--- src/rtl/apb_timer_pkg.sv ---
// Shared definitions for the APB timer: register offsets, CTRL field
// positions, the run/stop state enum and the CTRL configuration payload.
package apb_timer_pkg;

    localparam int unsigned DATA_W     = 32;
    localparam int unsigned ADDR_W     = 32;
    localparam int unsigned OFFS_W     = 8;
    localparam int unsigned PRESCALE_W = 8;

    // Register byte offsets (PADDR[7:0])
    localparam logic [OFFS_W-1:0] OFFS_CTRL   = 8'h00;
    localparam logic [OFFS_W-1:0] OFFS_LOAD   = 8'h04;
    localparam logic [OFFS_W-1:0] OFFS_COUNT  = 8'h08;
    localparam logic [OFFS_W-1:0] OFFS_STATUS = 8'h0C;

    // CTRL / STATUS bit positions
    localparam int unsigned CTRL_EN_BIT       = 0;
    localparam int unsigned CTRL_RELOAD_BIT   = 1;
    localparam int unsigned CTRL_IE_BIT       = 2;
    localparam int unsigned CTRL_PRESCALE_LSB = 4;
    localparam int unsigned STATUS_TIF_BIT    = 0;

    typedef enum logic {
        ST_STOP = 1'b0,
        ST_RUN  = 1'b1
    } timer_state_e;

    // Stored CTRL fields; EN lives in the core as the FSM state
    typedef struct packed {
        logic [PRESCALE_W-1:0] prescale;
        logic                  ie;
        logic                  reload;
    } ctrl_cfg_t;

    // Assemble the CTRL readback word; unused bits read as zero
    function automatic logic [DATA_W-1:0] ctrl_word(ctrl_cfg_t cfg, logic en);
        logic [DATA_W-1:0] w;
        w = '0;
        w[CTRL_EN_BIT]                              = en;
        w[CTRL_RELOAD_BIT]                          = cfg.reload;
        w[CTRL_IE_BIT]                              = cfg.ie;
        w[CTRL_PRESCALE_LSB +: PRESCALE_W]          = cfg.prescale;
        return w;
    endfunction

endpackage

--- src/rtl/apb_timer_if.sv ---
// APB bus bundle for the timer slave.
//   PSEL, PENABLE, PWRITE, PADDR, PWDATA : bridge -> timer
//   PRDATA                               : timer -> bridge
// No PREADY/PSLVERR: every access is zero-wait-state.
interface apb_timer_if;
    import apb_timer_pkg::*;

    logic              PSEL;
    logic              PENABLE;
    logic              PWRITE;
    logic [ADDR_W-1:0] PADDR;
    logic [DATA_W-1:0] PWDATA;
    logic [DATA_W-1:0] PRDATA;

    modport master (
        output PSEL, PENABLE, PWRITE, PADDR, PWDATA,
        input  PRDATA
    );

    modport slave (
        input  PSEL, PENABLE, PWRITE, PADDR, PWDATA,
        output PRDATA
    );

endinterface

--- src/rtl/apb_timer_core.sv ---
// timer_core: run/stop FSM, 8-bit prescaler and 32-bit down-counter.
//   clk, rst_n   : clock, async active-low reset
//   ctrl_wr      : CTRL write commits this edge; ctrl_en is its EN bit
//   count_wr     : COUNT write commits this edge with wdata
//   load, reload, prescale : current register configuration
//   running      : FSM is in RUN (reads back as CTRL.EN)
//   count        : current counter value
//   expire_c     : tick with count==0 on this edge (combinational)
module timer_core
    import apb_timer_pkg::*;
(
    input  logic                  clk,
    input  logic                  rst_n,
    input  logic                  ctrl_wr,
    input  logic                  ctrl_en,
    input  logic                  count_wr,
    input  logic [DATA_W-1:0]     wdata,
    input  logic [DATA_W-1:0]     load,
    input  logic                  reload,
    input  logic [PRESCALE_W-1:0] prescale,
    output logic                  running,
    output logic [DATA_W-1:0]     count,
    output logic                  expire_c
);

    timer_state_e          state_q, state_d;
    logic [DATA_W-1:0]     count_q, count_d;
    logic [PRESCALE_W-1:0] presc_q, presc_d;
    logic                  tick;

    // State, counter and prescaler registers
    always_ff @(posedge clk or negedge rst_n) begin
        if (!rst_n) begin
            state_q <= ST_STOP;
            count_q <= '0;
            presc_q <= '0;
        end else begin
            state_q <= state_d;
            count_q <= count_d;
            presc_q <= presc_d;
        end
    end

    // Next-state: APB writes take priority over the tick's effects
    always_comb begin
        state_d  = state_q;
        count_d  = count_q;
        presc_d  = presc_q;
        tick     = 1'b0;
        expire_c = 1'b0;

        unique case (state_q)
            ST_STOP: begin
                if (ctrl_wr) begin
                    presc_d = '0;
                    if (ctrl_en) begin
                        state_d = ST_RUN;
                        count_d = load;
                    end
                end else if (count_wr) begin
                    count_d = wdata;
                end
            end

            ST_RUN: begin
                if (ctrl_wr) begin
                    // Any CTRL write restarts the prescaler and swallows the tick
                    presc_d = '0;
                    if (!ctrl_en) begin
                        state_d = ST_STOP;
                    end
                end else begin
                    if (presc_q == prescale) begin
                        presc_d = '0;
                        tick    = 1'b1;
                    end else begin
                        presc_d = presc_q + PRESCALE_W'(1);
                    end

                    if (count_wr) begin
                        count_d = wdata;
                    end else if (tick) begin
                        if (count_q != '0) begin
                            count_d = count_q - DATA_W'(1);
                        end else begin
                            expire_c = 1'b1;
                            if (reload) begin
                                count_d = load;
                            end else begin
                                state_d = ST_STOP;
                            end
                        end
                    end
                end
            end

            default: begin
                state_d = ST_STOP;
            end
        endcase
    end

    assign running = (state_q == ST_RUN);
    assign count   = count_q;

endmodule

--- src/rtl/apb_timer.sv ---
// apb_timer: APB-mapped down-counting timer with prescaler and interrupt.
//   HCLK, HRESETn : clock, async active-low reset
//   bus           : APB slave (PSEL/PENABLE/PWRITE/PADDR/PWDATA in, PRDATA out)
//   IRQ           : level interrupt, STATUS.TIF & CTRL.IE, registered
// Map: 0x00 CTRL, 0x04 LOAD, 0x08 COUNT, 0x0C STATUS; others read 0.
module apb_timer
    import apb_timer_pkg::*;
(
    input  logic         HCLK,
    input  logic         HRESETn,
    apb_timer_if.slave   bus,
    output logic         IRQ
);

    logic [OFFS_W-1:0] offs;
    logic              wr_c;
    logic              rd_setup_c;
    logic              ctrl_wr, load_wr, count_wr, status_wr;

    ctrl_cfg_t         cfg_q, cfg_d;
    logic [DATA_W-1:0] load_q, load_d;
    logic              tif_q, tif_d;
    logic              irq_q, irq_d;
    logic [DATA_W-1:0] prdata_q;
    logic [DATA_W-1:0] rdata_c;

    logic              running;
    logic [DATA_W-1:0] count;
    logic              expire_c;

    logic              unused_addr;

    // Only the low address byte is decoded
    assign offs        = bus.PADDR[OFFS_W-1:0];
    assign unused_addr = ^bus.PADDR[ADDR_W-1:OFFS_W];

    assign wr_c       = bus.PSEL & bus.PENABLE & bus.PWRITE;
    assign rd_setup_c = bus.PSEL & ~bus.PENABLE & ~bus.PWRITE;

    assign ctrl_wr   = wr_c && (offs == OFFS_CTRL);
    assign load_wr   = wr_c && (offs == OFFS_LOAD);
    assign count_wr  = wr_c && (offs == OFFS_COUNT);
    assign status_wr = wr_c && (offs == OFFS_STATUS);

    timer_core u_core (
        .clk      (HCLK),
        .rst_n    (HRESETn),
        .ctrl_wr  (ctrl_wr),
        .ctrl_en  (bus.PWDATA[CTRL_EN_BIT]),
        .count_wr (count_wr),
        .wdata    (bus.PWDATA),
        .load     (load_q),
        .reload   (cfg_q.reload),
        .prescale (cfg_q.prescale),
        .running  (running),
        .count    (count),
        .expire_c (expire_c)
    );

    // Register next-state; expiry set wins over a same-edge TIF clear
    always_comb begin
        cfg_d  = cfg_q;
        load_d = load_q;
        tif_d  = tif_q;

        if (ctrl_wr) begin
            cfg_d.prescale = bus.PWDATA[CTRL_PRESCALE_LSB +: PRESCALE_W];
            cfg_d.ie       = bus.PWDATA[CTRL_IE_BIT];
            cfg_d.reload   = bus.PWDATA[CTRL_RELOAD_BIT];
        end
        if (load_wr) begin
            load_d = bus.PWDATA;
        end
        if (status_wr && bus.PWDATA[STATUS_TIF_BIT]) begin
            tif_d = 1'b0;
        end
        if (expire_c) begin
            tif_d = 1'b1;
        end

        // IRQ flop tracks the next TIF/IE so it rises on the expiry edge
        irq_d = tif_d & cfg_d.ie;
    end

    // Read mux, captured into PRDATA on the read setup edge
    always_comb begin
        rdata_c = '0;
        unique case (offs)
            OFFS_CTRL:   rdata_c = ctrl_word(cfg_q, running);
            OFFS_LOAD:   rdata_c = load_q;
            OFFS_COUNT:  rdata_c = count;
            OFFS_STATUS: rdata_c = DATA_W'(tif_q);
            default:     rdata_c = '0;
        endcase
    end

    always_ff @(posedge HCLK or negedge HRESETn) begin
        if (!HRESETn) begin
            cfg_q    <= '0;
            load_q   <= '0;
            tif_q    <= 1'b0;
            irq_q    <= 1'b0;
            prdata_q <= '0;
        end else begin
            cfg_q  <= cfg_d;
            load_q <= load_d;
            tif_q  <= tif_d;
            irq_q  <= irq_d;
            if (rd_setup_c) begin
                prdata_q <= rdata_c;
            end
        end
    end

    assign bus.PRDATA = prdata_q;
    assign IRQ        = irq_q;

endmodule

--- src/flat_wrapper.sv ---
// flat-port wrapper written by rule: the top's interface ports become plain ports
module apb_timer_flat import apb_timer_pkg::*;
  (HCLK, HRESETn, IRQ, bus_PSEL, bus_PENABLE, bus_PWRITE, bus_PADDR, bus_PWDATA, bus_PRDATA);
  apb_timer_if bus_i ();
  input  logic HCLK;
  input  logic HRESETn;
  output logic IRQ;
  input wire logic [$bits(bus_i.PSEL)-1:0] bus_PSEL;
  input wire logic [$bits(bus_i.PENABLE)-1:0] bus_PENABLE;
  input wire logic [$bits(bus_i.PWRITE)-1:0] bus_PWRITE;
  input wire logic [$bits(bus_i.PADDR)-1:0] bus_PADDR;
  input wire logic [$bits(bus_i.PWDATA)-1:0] bus_PWDATA;
  output wire logic [$bits(bus_i.PRDATA)-1:0] bus_PRDATA;
  assign bus_i.PSEL = bus_PSEL;
  assign bus_i.PENABLE = bus_PENABLE;
  assign bus_i.PWRITE = bus_PWRITE;
  assign bus_i.PADDR = bus_PADDR;
  assign bus_i.PWDATA = bus_PWDATA;
  assign bus_PRDATA = bus_i.PRDATA;
  apb_timer u_core (.HCLK(HCLK), .HRESETn(HRESETn), .bus(bus_i), .IRQ(IRQ));
endmodule
--- config.mk ---
export PLATFORM = sky130hd
export DESIGN_NAME = apb_timer_flat
export DESIGN_NICKNAME = d
export VERILOG_FILES = /design/src/rtl/apb_timer_pkg.sv /design/src/rtl/apb_timer_if.sv /design/src/rtl/apb_timer_core.sv /design/src/rtl/apb_timer.sv /design/src/flat_wrapper.sv
export SDC_FILE = /design/constraint.sdc
export NUM_CORES = 1
export LEC_CHECK = 0
export ABC_AREA = 1
export BUFFER_PORTS_ARGS = -buffer_cell sky130_fd_sc_hd__buf_2
export CORE_ASPECT_RATIO = 1.2
export CORE_MARGIN = 2
export CORE_UTILIZATION = 43
export DETAILED_ROUTE_END_ITERATION = 10
export HOLD_SLACK_MARGIN = 0.05
export PLACE_DENSITY = 0.63
export SKIP_LAST_GASP = 1
export SLEW_MARGIN = 10
export SYNTH_ARGS = -nofsm -noshare
export SYNTH_HDL_FRONTEND = slang
export SYNTH_SLANG_ARGS = --single-unit
export TNS_END_PERCENT = 30
--- constraint.sdc ---
create_clock -name HCLK -period 3 [get_ports HCLK]
set_input_delay 0.45 -clock HCLK [delete_from_list [all_inputs] [get_ports HCLK]]
set_output_delay 0.45 -clock HCLK [all_outputs]
set_load 0.05 [all_outputs]
# [Yosys cells after proc, flatten, opt, wreduce, memory -nomap -nowiden]
# Index checks and enable logic that the tools add are counted.
[op_classes] n_addsub=2 eq_ne=10 n_mux=33 bitwise_logic=8 reduce_logical=8
[op_table] cell="$mux W32" count=8
[op_table] cell="$pmux W32 S4" count=1
[op_table] cell="$pmux W32 S2" count=1
[op_table] cell="$reduce_bool A32 Y1" count=1
[op_table] cell="$sub A32 B1 Y32 const B" count=1
[op_table] cell="$mux W8" count=3
[op_table] cell="$mux W1" count=17
[op_table] cell="$eq A8 B4 Y1 const B" count=2
[op_table] cell="$pmux W8 S2" count=1
[op_table] cell="$add A8 B1 Y8 const B" count=1
[op_table] cell="$eq A8 B3 Y1 const B" count=1
[op_table] cell="$eq A8 B8 Y1" count=1
[op_table] cell="$logic_not A8 Y1" count=1
[op_table] cell="$ne A3 B3 Y1 const B" count=2
[op_table] cell="$and A1 B1 Y1" count=5
[op_table] cell="$logic_and A1 B1 Y1" count=5
[op_table] cell="$reduce_and A5 Y1" count=1
[op_table] cell="$ne A2 B2 Y1 const B" count=2
[op_table] cell="$ne A4 B2 Y1 const B" count=1
[op_table] cell="$ne A3 B2 Y1 const B" count=1
[op_table] cell="$not A1 Y1" count=3
[op_table] cell="$mux W2" count=1
[op_table] cell="$pmux W1 S2" count=1
[word_totals] regBits=117 inputBits=69 output_inout_bits=33

# [Logic depth before layout (Yosys ltp)]
# Gate-level depths: netlist of the first run.
[logic_depth] ltp_word=11 mapped_depth=14

# [Modules after synthesis]
# Synthesis of the first run repeated with hierarchy kept, for this count alone.
[hier_totals] cells_unflattened=1204 area_unflattened_um2=7778.7
[modules_own_cells] mod="timer_core" instances=1 cells_each=746 area_each_um2=4316.6 seq_area_each_um2=1026.0
[modules_own_cells] mod="apb_timer" instances=1 cells_each=458 area_each_um2=3462.1 seq_area_each_um2=1901.8

# [Worst setup path before layout of the first run]
# Ideal clock, no wire load.
[synth_path] path_type="input to register" from="input bus_PADDR[7]" to="register u_core.u_core.count_q[3] (netlist: u_core.u_core.count[3])" setup_time_ns=0.116 arrival_time_ns=1.633 required_time_ns=2.884 setup_slack_ns=1.250 cell_stages=13 path_cell_list="nor2_1 > nand2_1 > nor2_4 > nand2_2 > inv_2 > nand2_2 > nor2_2 > inv_2 > nand2_4 > inv_2 > buf_6 > nand2_1 > nand2_1"
[synth_via] elab_chain_len=5 word_cells_on_any_way=14
[synth_lines] element="from (decl)" line="flat_wrapper.sv:11" text="input wire logic [$bits(bus_i.PADDR)-1:0] bus_PADDR;"
[synth_lines] element="$eq A8 B4 Y1" line="apb_timer.sv:42" text="assign count_wr = wr_c && (offs == OFFS_COUNT);"
[synth_lines] element="$logic_and A1 B1 Y1" line="apb_timer.sv:42"
[synth_lines] element="$mux W32" line="apb_timer_core.sv:80" text="if (count_wr) begin"
[synth_lines] element="$mux W32" line="apb_timer_core.sv:66" text="if (ctrl_wr) begin"
[synth_lines] element="$pmux W32 S2" line="apb_timer_core.sv:52" text="unique case (state_q)"
[synth_lines] element="to (signal assigned)" line="apb_timer_core.sv:39" text="count_q <= count_d;"
[synth_lines] element="to (decl)" line="apb_timer_core.sv:27" text="logic [DATA_W-1:0] count_q, count_d;"
# Parallel ways exist; a longest one is shown, timed or not. The select of a mux whose other input is x is not followed.
# A chain may end at the register's enable or synchronous reset.

# [Worst setup path in the final report of the first run]
[layout_path] from="register u_core.u_core.state_q (netlist: u_core.u_core.running)" to="register u_core.u_core.count_q[31] (netlist: u_core.u_core.count[31])"
[layout_via] elab_chain_len=3 word_cells_on_any_way=8
[layout_lines] element="from (decl)" line="apb_timer_core.sv:26" text="timer_state_e state_q, state_d;"
[layout_lines] element="from (signal assigned)" line="apb_timer_core.sv:38" text="state_q <= state_d;"
[layout_lines] element="$not A1 Y1"
[layout_lines] element="$ne A3 B3 Y1 (no line)"
[layout_lines] element="$reduce_and A5 Y1 (no line)"
# Parallel ways exist; a longest one is shown, timed or not.

==> impl_metrics.yaml, run 1 <==
finish:
  drive_gt1_frac: 0.135
  design_area_um2: 8790
  instances_no_fill: 1446
  diodes: 0
  n_fill_cell: 1847
  num-nets-final: 1285
  area_growth_pct: 15.3
place:
  dp_hpwl_mm: 17.2
  postPlaceCellArea_um2: 8190
  dp.cells: 1414
  finalWeightedCongestion: 0.969
  port_buffers: 77
power:
  swShare: 0.345
  vdd_drop_max_mv: 0.438
  power.density_nw_per_um2: 622
  combPwrFrac: 0.227
  power_frac_seq: 0.389
  total_switching_power_mw: 1.89
  p_leak_nw: 4.67
  internal_power_mw: 3.57
  power_mw: 5.46
  p_clk_frac: 0.384
sta:
  worstMarginPinSlew_ps: 750
  clock.fmax_mhz: 450
  clock_skew_ps: 14.6
  slew_viol_final: 0
  slew_headroom: 0.499
  min_period_ps: 2220
  setup_viol: 0
  grt_setup_unrepaired: "false"
  hold_viol: 0
  fin_crit_sh: 0.740
  tns_ps: 0
clock_tree:
  post_cts_resized: 0
  cts.path.max_buffers: 2
  clk_latency_ps: 430
  cts_max_level: 4
  cts_tree: "built"
  path_clk_slew_ps: 60
  cts-root-buf: "clkbuf_16"
  clkSinkCount: 117
  postCtsSetupBuffers: 0
  hold_buffers: 0
  numCtsBuffers: 17
routing:
  drtIter0Drc: 563
  vias: 7543
  via_per_inst: 5.22
  wire_per_inst_um: 16.5
  detail-route-antenna-nets: 0
  route.detailed.drc: 0
  routed_wl_mm: 23.9
  drt_pass1_iterations: 6
synth:
  synth_area_per_cell_um2: 6.64
  yosys.area.top_type_share: 0.384
  synth_cell_types: 36
  synth_cells: 1148
  yosysWarnings: 0
  syn_nets: 1220
  mappedNetlistArea_um2: 7620
  synth_seq_cells: 117
  yosys.area.top_type: "dfrtp_1"
  ys_seq_area_frac: 0.384
  netlist_top_cells_area: "dfrtp_1 38%, nand2_1 21%, inv_1 6.6%, o21ai_0 6.6%, nand3_1 3.9%"
grt:
  grt_first_pass_wirelength_mm: 38.8
  antenna_found_initial: 0
  grt_pass1_vias: 7314
  grt_usage: 0.265
  gr-total-overflow: 0
  grt_max_degree: 67
setup_path:
  required_ps: 3360
  crit_chain: "inv_1, a21oi_1, nand3_1, nand2_1, nor2_2, nand2_4, buf_4, nand2_1, nand2_1"
  end_kind: "flip-flop"
  cpMaxStageDelayCell: "dfrtp_1"
  path_buf_inv: 2
  cp.arrival_ps: 2580
  cpMostUsedCell: "nand2_1"
  path_class: "flip-flop to flip-flop"
  path_max_fanout: 21
  start_kind: "flip-flop"
  path_delay_family: "flip-flops"
  max_stage_delay_ps: 740
worst_hold_path:
  hp-class: "primary input to asynchronous set/reset pin"
floorplanning:
  num_rows: 53
  coreArea_um2: 17400
  initial_core_util: 0.437
  die_area_um2: 18800
  die_height_um: 150
  num_io_pins: 102
  die_w_um: 126
flow_run:
  cap_violations: 0
status:
  outcome: "completed"
-- per-stage QoR --
stage                      util  setup WS [ps]  hold WS, ps
after detailed placement  0.470            553          461
final                     0.504            780         70.9
after global routing      0.504            600          140
after floorplan               -           1250          154
after CTS                 0.504            819          103
after global placement    0.470            557          460
-- layout make-up --
| cell class | count | area [um2] | area share |
|---|---|---|---|
| clock buffer | 23 | 468 | 0.0533 |
| timing repair buffer | 95 | 548 | 0.0624 |
| inverter | 141 | 532 | 0.0605 |
| clock inverter | 9 | 126 | 0.0144 |
| sequential | 117 | 2930 | 0.333 |
| tap | 220 | 275 | 0.0313 |
| multi-input combinational | 841 | 3910 | 0.445 |
-- metal layers --
| metal | wire (um) | GRT usage | vias to the layer above |
|---|---|---|---|
| li1 | - | - | 3776 |
| met1 | 10000 | 0.332 | 3454 |
| met2 | 11400 | 0.436 | 250 |
| met3 | 1180 | 0.0447 | 63 |
| met4 | 1270 | 0.144 | 0 |
| met5 | 0 | 0 | - |
-- power groups by stage --
stage	Combinational (mW)	Clock (mW)	Sequential, mW
2_1_floorplan	0.906	0	2.02
3_3_place_gp	1.21	0	2.14
3_5_place_dp	1.22	0	2.14
4_1_cts	1.23	2.12	2.12
5_1_grt	1.43	2.19	2.15
6_report	1.24	2.10	2.13
-- registers in the layout (all words and copies together), names as in the netlist --
register               flops
u_core.u_core.running      1
u_core.u_core.count       32
u_core.u_core.presc_q      8
u_core.tif_q               1
u_core.cfg_q              10
u_core.IRQ                 1
u_core.load_q             32
u_core.bus.PRDATA         32
-- synthesized netlist by cell type --
cell,number
nand2_1,428
inv_1,134
dfrtp_1,117
o21ai_0,100
nor2_1,72
nand3_1,60
a21oi_1,45
clkbuf_1,29
o21ai_1,26
o22ai_1,20
o211ai_1,18
nor2_2,9
xnor2_1,9
nand3_2,8
buf_6,7
nand2_2,7
xor2_1,7
buf_2,6
nand4_1,6
inv_2,5
nor2_4,5
buf_4,4
nand2_4,4
nor3_1,4
buf_1,3
ha_1,3
o21bai_1,3
a31oi_1,1
a32o_1,1
clkinv_1,1
inv_4,1
nand4_2,1
nor2_8,1
nor4_1,1
o221ai_1,1
o32ai_1,1
-- cells by family after synthesis --
family	count (synthesis)	synth area share
AO/OA/AOI/OAI	216	0.154
XOR/XNOR	16	0.0184
adder cells (fa/ha/maj)	3	0.00492
buffers and inverters	190	0.104
flip-flops	117	0.384
AND/OR/NAND/NOR	606	0.335
-- cells in the final DEF, fill, tap and decap left out, drive strengths merged, types with 4 or more instances in the layout --
cell / Yosys / routed
nor2: 87 / 87
o21ai: 126 / 126
nand4: 7 / 7
inv: 140 / 140
nand2: 439 / 439
xor2: 7 / 7
o211ai: 18 / 18
dfrtp: 117 / 117
clkbuf: 29 / 23
clkinv: 1 / 6
nand3: 68 / 68
a21oi: 45 / 45
buf: 20 / 95
xnor2: 9 / 9
o22ai: 20 / 20
nor3: 4 / 4
-- path summary, 6_finish.rpt --
kind,startpoint,endpoint,slack (ps),depth (start not counted)
max,u_core.u_core.running,u_core.u_core.count[31],780,9
min,HRESETn,u_core.bus.PRDATA[29],70,1
max reg2reg,u_core.u_core.running,u_core.u_core.count[31],780,9
min reg2reg,u_core.bus.PRDATA[12],u_core.bus.PRDATA[12],470,2
max in group asynchronous,HRESETn,u_core.u_core.count[17],2230,2
min in group HCLK,bus_PWDATA[27],u_core.load_q[27],290,3
Power figures use the tool's default switching activity.
==> inputs of run 2 (changes only) <==
==> constraint.sdc (replaced) <==
create_clock -name HCLK -period 2.2 [get_ports HCLK]
set_input_delay 0.33 -clock HCLK [delete_from_list [all_inputs] [get_ports HCLK]]
set_output_delay 0.33 -clock HCLK [all_outputs]
set_load 0.05 [all_outputs]
==> impl_metrics.yaml, run 2 (synthesis results as in run 1) <==
floorplanning:
  num_io_pins: 102
  die_area_um2: 18800
  coreArea_um2: 17400
  initial_core_util: 0.437
  die_height_um: 150
  num_rows: 53
  die_w_um: 126
grt:
  grt_pass1_vias: 7479
  grt_first_pass_wirelength_mm: 39.4
  grt_usage: 0.266
  gr-total-overflow: 0
  grt_max_degree: 64
  antenna_found_initial: 0
sta:
  hold_viol: 0
  grt_setup_unrepaired: "true"
  fin_ws_ps: 162
  clock.fmax_mhz: 491
  setup_viol: 0
  slew_viol_final: 0
  hold_ws_ps: 174
  clock_skew_ps: 6.03
  worstMarginPinSlew_ps: 1100
  min_period_ps: 2040
  slew_headroom: 0.268
  fin_crit_sh: 0.926
clock_tree:
  cts_tree: "built"
  cts_max_level: 4
  clk_latency_ps: 420
  cts-root-buf: "clkbuf_16"
  postCtsSetupBuffers: 0
  clkSinkCount: 117
  numCtsBuffers: 17
  cts.path.max_buffers: 2
  path_clk_slew_ps: 60
routing:
  detail-route-antenna-nets: 0
  vias: 7724
  drtIter0Drc: 552
  wire_per_inst_um: 16.4
  routed_wl_mm: 24.3
  drt_pass1_iterations: 5
  route.detailed.drc: 0
  via_per_inst: 5.21
setup_path:
  crit_chain: "buf_4, nor2_1, nand2_1, nor2_1, nand2_1, o21ai_0, nand3_1, nand2_1, nand2_1, nand3_1, nand2_1"
  worstRegToRegCells: 11
  path_class: "flip-flop to flip-flop"
  max_stage_delay_ps: 400
  critPathLaunch: "u_core.u_core.count[8]"
  cpMostUsedCell: "nand2_1"
  rrSetupSlack_ps: 160
  path_max_fanout: 5
  cp.arrival_ps: 2350
  start_kind: "flip-flop"
  cpMaxStageDelayCell: "dfrtp_1"
  end_kind: "flip-flop"
  r2r-start: "u_core.u_core.count[8]"
  r2r_end: "u_core.u_core.count[27]"
  required_ps: 2510
worst_hold_path:
  worstHoldPathCells: 3
  hp-class: "primary input to flip-flop"
  hold_end: "u_core.load_q[22]"
  hold_start: "bus_PWDATA[22]"
flow_run:
  cap_violations: 0
power:
  p_clk_frac: 0.383
  swShare: 0.340
  power.density_nw_per_um2: 865
  total_switching_power_mw: 2.68
  power_mw: 7.90
  internal_power_mw: 5.22
  p_leak_nw: 4.87
  power_frac_seq: 0.343
  vdd_drop_max_mv: 0.507
  combPwrFrac: 0.274
finish:
  n_fill_cell: 1758
  multi_input_area_um2: 3910
  regArea_um2: 2930
  area_growth_pct: 19.7
  layout_commonest_cell: "nand2_1"
  final_cell_mix: "427 x nand2_1, 134 x inv_1, 117 x dfrtp_1, 100 x o21ai_0, 76 x buf_2"
  num-nets-final: 1321
  drive_gt1_frac: 0.162
  fin_util: 0.523
  diodes: 0
place:
  pre_cts_ws_ps: 80.1
  port_buffers: 77
  finalWeightedCongestion: 0.966
  dp_hpwl_mm: 17.9
status:
  outcome: "completed"
## run 2: power groups by stage
stage          registers [mW]  logic, mW  clock network (mW)
5_1_grt                  2.75       2.43                3.15
3_3_place_gp             2.73       2.12                   0
6_report                 2.71       2.17                3.02
4_1_cts                  2.71       2.15                3.05
3_5_place_dp             2.74       2.13                   0
2_1_floorplan            2.76       1.24                   0
## run 2: worst max-delay path: cells and delay by family (launching register included)
family	cells	cell delay (ps)
compound gates	1	200
buf+inv	1	170
simple gates	9	1170
flops	1	400
## run 2: area by class of cell
| cell class | instances | share of cell area |
|---|---|---|
| multi-input cells | 841 | 0.429 |
| flip-flops and latches | 117 | 0.321 |
| repair buffers | 131 | 0.0927 |
| inverters | 141 | 0.0583 |
| clock buffers | 19 | 0.0496 |
| well taps | 220 | 0.0302 |
| clock inverters | 13 | 0.0197 |
## run 2: through the flow
stage                     setup TNS [ps]  instance area, um2  instances
after global routing               -51.2                9130       1482
after CTS                              0                9120       1482
final                                  0                9130       1482
after global placement                 0                8480       1449
after detailed placement               0                8480       1449
after floorplan                        0                7620       1148
## run 2: repair_timing
action                                  in CTS  in global routing
hold buffers                                 1                  0
endpoints found under the hold margin       36                  0
endpoints found under the setup margin       0                  6
gates resized for setup                      0                  1
## run 2: how the worst max path moves through the flow
stage / to / slack, ps / depth (start not counted)
detailed placement: u_core.IRQ / 80 / 8
global route: u_core.u_core.count[27] / -30 / 11
global placement: u_core.IRQ / 100 / 8
CTS: u_core.u_core.count[14] / 110 / 13
floorplan: u_core.u_core.count[24] / 490 / 11
finish: u_core.u_core.count[27] / 160 / 11
## run 2: routing by layer
layer	vias up	GRT usage	wire length (um)	part of all wire
li1	3860	-	-	-
met1	3589	0.321	10200	0.42
met2	213	0.459	12100	0.50
met3	62	0.0397	951	0.039
met4	0	0.142	1150	0.047
met5	-	0	0	0
==> inputs of run 3 (changes only) <==
--- a/config.mk
+++ b/config.mk
@@ -8,7 +8,7 @@
 export ABC_AREA = 1
 export BUFFER_PORTS_ARGS = -buffer_cell sky130_fd_sc_hd__buf_2
 export CORE_ASPECT_RATIO = 1.2
-export CORE_MARGIN = 2
+export CORE_MARGIN = 1.5
 export CORE_UTILIZATION = 43
 export DETAILED_ROUTE_END_ITERATION = 10
 export HOLD_SLACK_MARGIN = 0.05
==> impl_metrics.yaml, run 3 (synthesis results as in run 1) <==
flow_run:
  cap_violations: 0
routing:
  wire_per_inst_um: 16.4
  detail-route-antenna-nets: 0
  routed_wl_mm: 24.2
  drt_pass1_iterations: 5
  drtIter0Drc: 578
  route.detailed.drc: 0
  via_per_inst: 5.18
  vias: 7631
clock_tree:
  path_clk_slew_ps: 50
  numCtsBuffers: 17
  post_cts_resized: 0
  cts_tree: "built"
  cts-root-buf: "clkbuf_16"
  cts_max_level: 4
  clkSinkCount: 117
  clk_latency_ps: 420
  cts.path.max_buffers: 2
sta:
  hold_viol: 0
  clock.fmax_mhz: 494
  worstMarginPinSlew_ps: 1100
  clock_skew_ps: 9.00
  fin_crit_sh: 0.920
  min_period_ps: 2020
  fin_ws_ps: 175
  setup_viol: 0
  slew_viol_final: 0
  slew_headroom: 0.267
  grt_setup_unrepaired: "true"
finish:
  design_area_um2: 9040
  final_cell_mix: "428 x nand2_1, 134 x inv_1, 117 x dfrtp_1, 100 x o21ai_0, 76 x buf_2"
  diodes: 0
  layout_commonest_cell: "nand2_1"
  drive_gt1_frac: 0.153
  fin_util: 0.518
  area_growth_pct: 18.6
  num-nets-final: 1311
place:
  port_buffers: 77
  postPlaceCellArea_um2: 8370
  dp_hpwl_mm: 17.6
  finalWeightedCongestion: 0.936
  pre_cts_ws_ps: 168
setup_path:
  path_max_fanout: 7
  r2r_end: "u_core.u_core.count[30]"
  r2r-start: "u_core.u_core.count[0]"
  worstRegToRegCells: 13
  critPathLaunch: "u_core.u_core.count[0]"
  max_stage_delay_ps: 380
  end_kind: "flip-flop"
  path_class: "flip-flop to flip-flop"
  start_kind: "flip-flop"
  required_ps: 2500
  cp.arrival_ps: 2330
  rrSetupSlack_ps: 180
  cpMaxStageDelayCell: "dfrtp_1"
  cpMostUsedCell: "nand2_1"
  crit_chain: "inv_1, ha_1, nand2_1, nor2_1, nand3_1, nor2_4, buf_4, buf_4, a21oi_1, nand2_1, nand2_1, nand3_1, nand2_1"
  crit_end: "u_core.u_core.count[30]"
floorplanning:
  die_w_um: 125
  coreArea_um2: 17400
  num_io_pins: 102
  initial_core_util: 0.437
  num_rows: 53
  die_area_um2: 18500
  die_height_um: 149
worst_hold_path:
  hp-class: "primary input to flip-flop"
power:
  power.density_nw_per_um2: 869
  internal_power_mw: 5.22
  swShare: 0.335
  power_mw: 7.85
  vdd_drop_max_mv: 0.588
  power_frac_seq: 0.355
  combPwrFrac: 0.253
  p_clk_frac: 0.393
  total_switching_power_mw: 2.63
  p_leak_nw: 4.81
grt:
  grt_pass1_vias: 7515
  grt_max_degree: 118
  antenna_found_initial: 0
  gr-total-overflow: 0
  grt_first_pass_wirelength_mm: 38.9
  grt_usage: 0.268
status:
  outcome: "completed"
## run 3: cell count changes in the layout (fill, tap and decap cells not counted), sizes merged
cell,change
clkinvlp,+1
buf,-10
bufinv,+1
clkinv,-3
clkbuf,+1
## run 3: per-layer routing
metal  wire length (um)  global-route usage  share of wire  up-vias
li1                   -                   -              -     3831
met1              10000               0.310           0.41     3498
met2              11700               0.457           0.48      215
met3                933              0.0473          0.039       87
met4               1570               0.181          0.065        0
met5                  0                   0              0        -
## run 3: critical path: cells and delay by family (launching register included)
family,cells,cell delay [ps]
adders and majority gates,1,210
and+or+nand+nor,8,760
buffers and inverters,3,490
AOI/OAI and AO/OA,1,70
DFF,1,380
## run 3: per-stage QoR
step	TNS (ps)	cells	hold slack, ps
4_1_cts	0	1471	170
3_5_place_dp	0	1438	461
2_1_floorplan	0	1148	34.4
5_1_grt	-23.0	1472	175
6_report	0	1472	178
3_3_place_gp	0	1438	459
## run 3: what timing repair did
action	in CTS	in global routing
endpoints found under the hold margin	7	0
buffers inserted	0	1
hold buffers	1	0
setup endpoints to repair	0	15
## run 3: worst min-delay path by stage
stage          cells after the start                     to             startpoint  slack [ps]
2_1_floorplan                      0             u_core.IRQ                HRESETn          30
3_3_place_gp                       2  u_core.bus.PRDATA[27]  u_core.bus.PRDATA[27]         460
3_5_place_dp                       2  u_core.bus.PRDATA[12]  u_core.bus.PRDATA[12]         460
4_1_cts                            3      u_core.load_q[25]         bus_PWDATA[25]         170
5_1_grt                            3      u_core.load_q[31]         bus_PWDATA[31]         170
6_report                           3      u_core.load_q[31]         bus_PWDATA[31]         180
## run 3: power by group through the flow
stage               sequential [mW]  clock (mW)  combinational [mW]
CTS                            2.77        3.12                1.98
global route                   2.81        3.22                2.24
floorplan                      2.76           0                1.24
detailed placement             2.80           0                1.96
global placement               2.80           0                1.95
finish                         2.78        3.08                1.98
## run 3: final cells by class
type                    count  area (um2)
inverters                 141         532
clock buffers              20         447
clock inverters            12         203
flip-flops and latches    117        2930
repair buffers            121         746
fillers                  1765        8400
well taps                 220         275
multi-input cells         841        3910
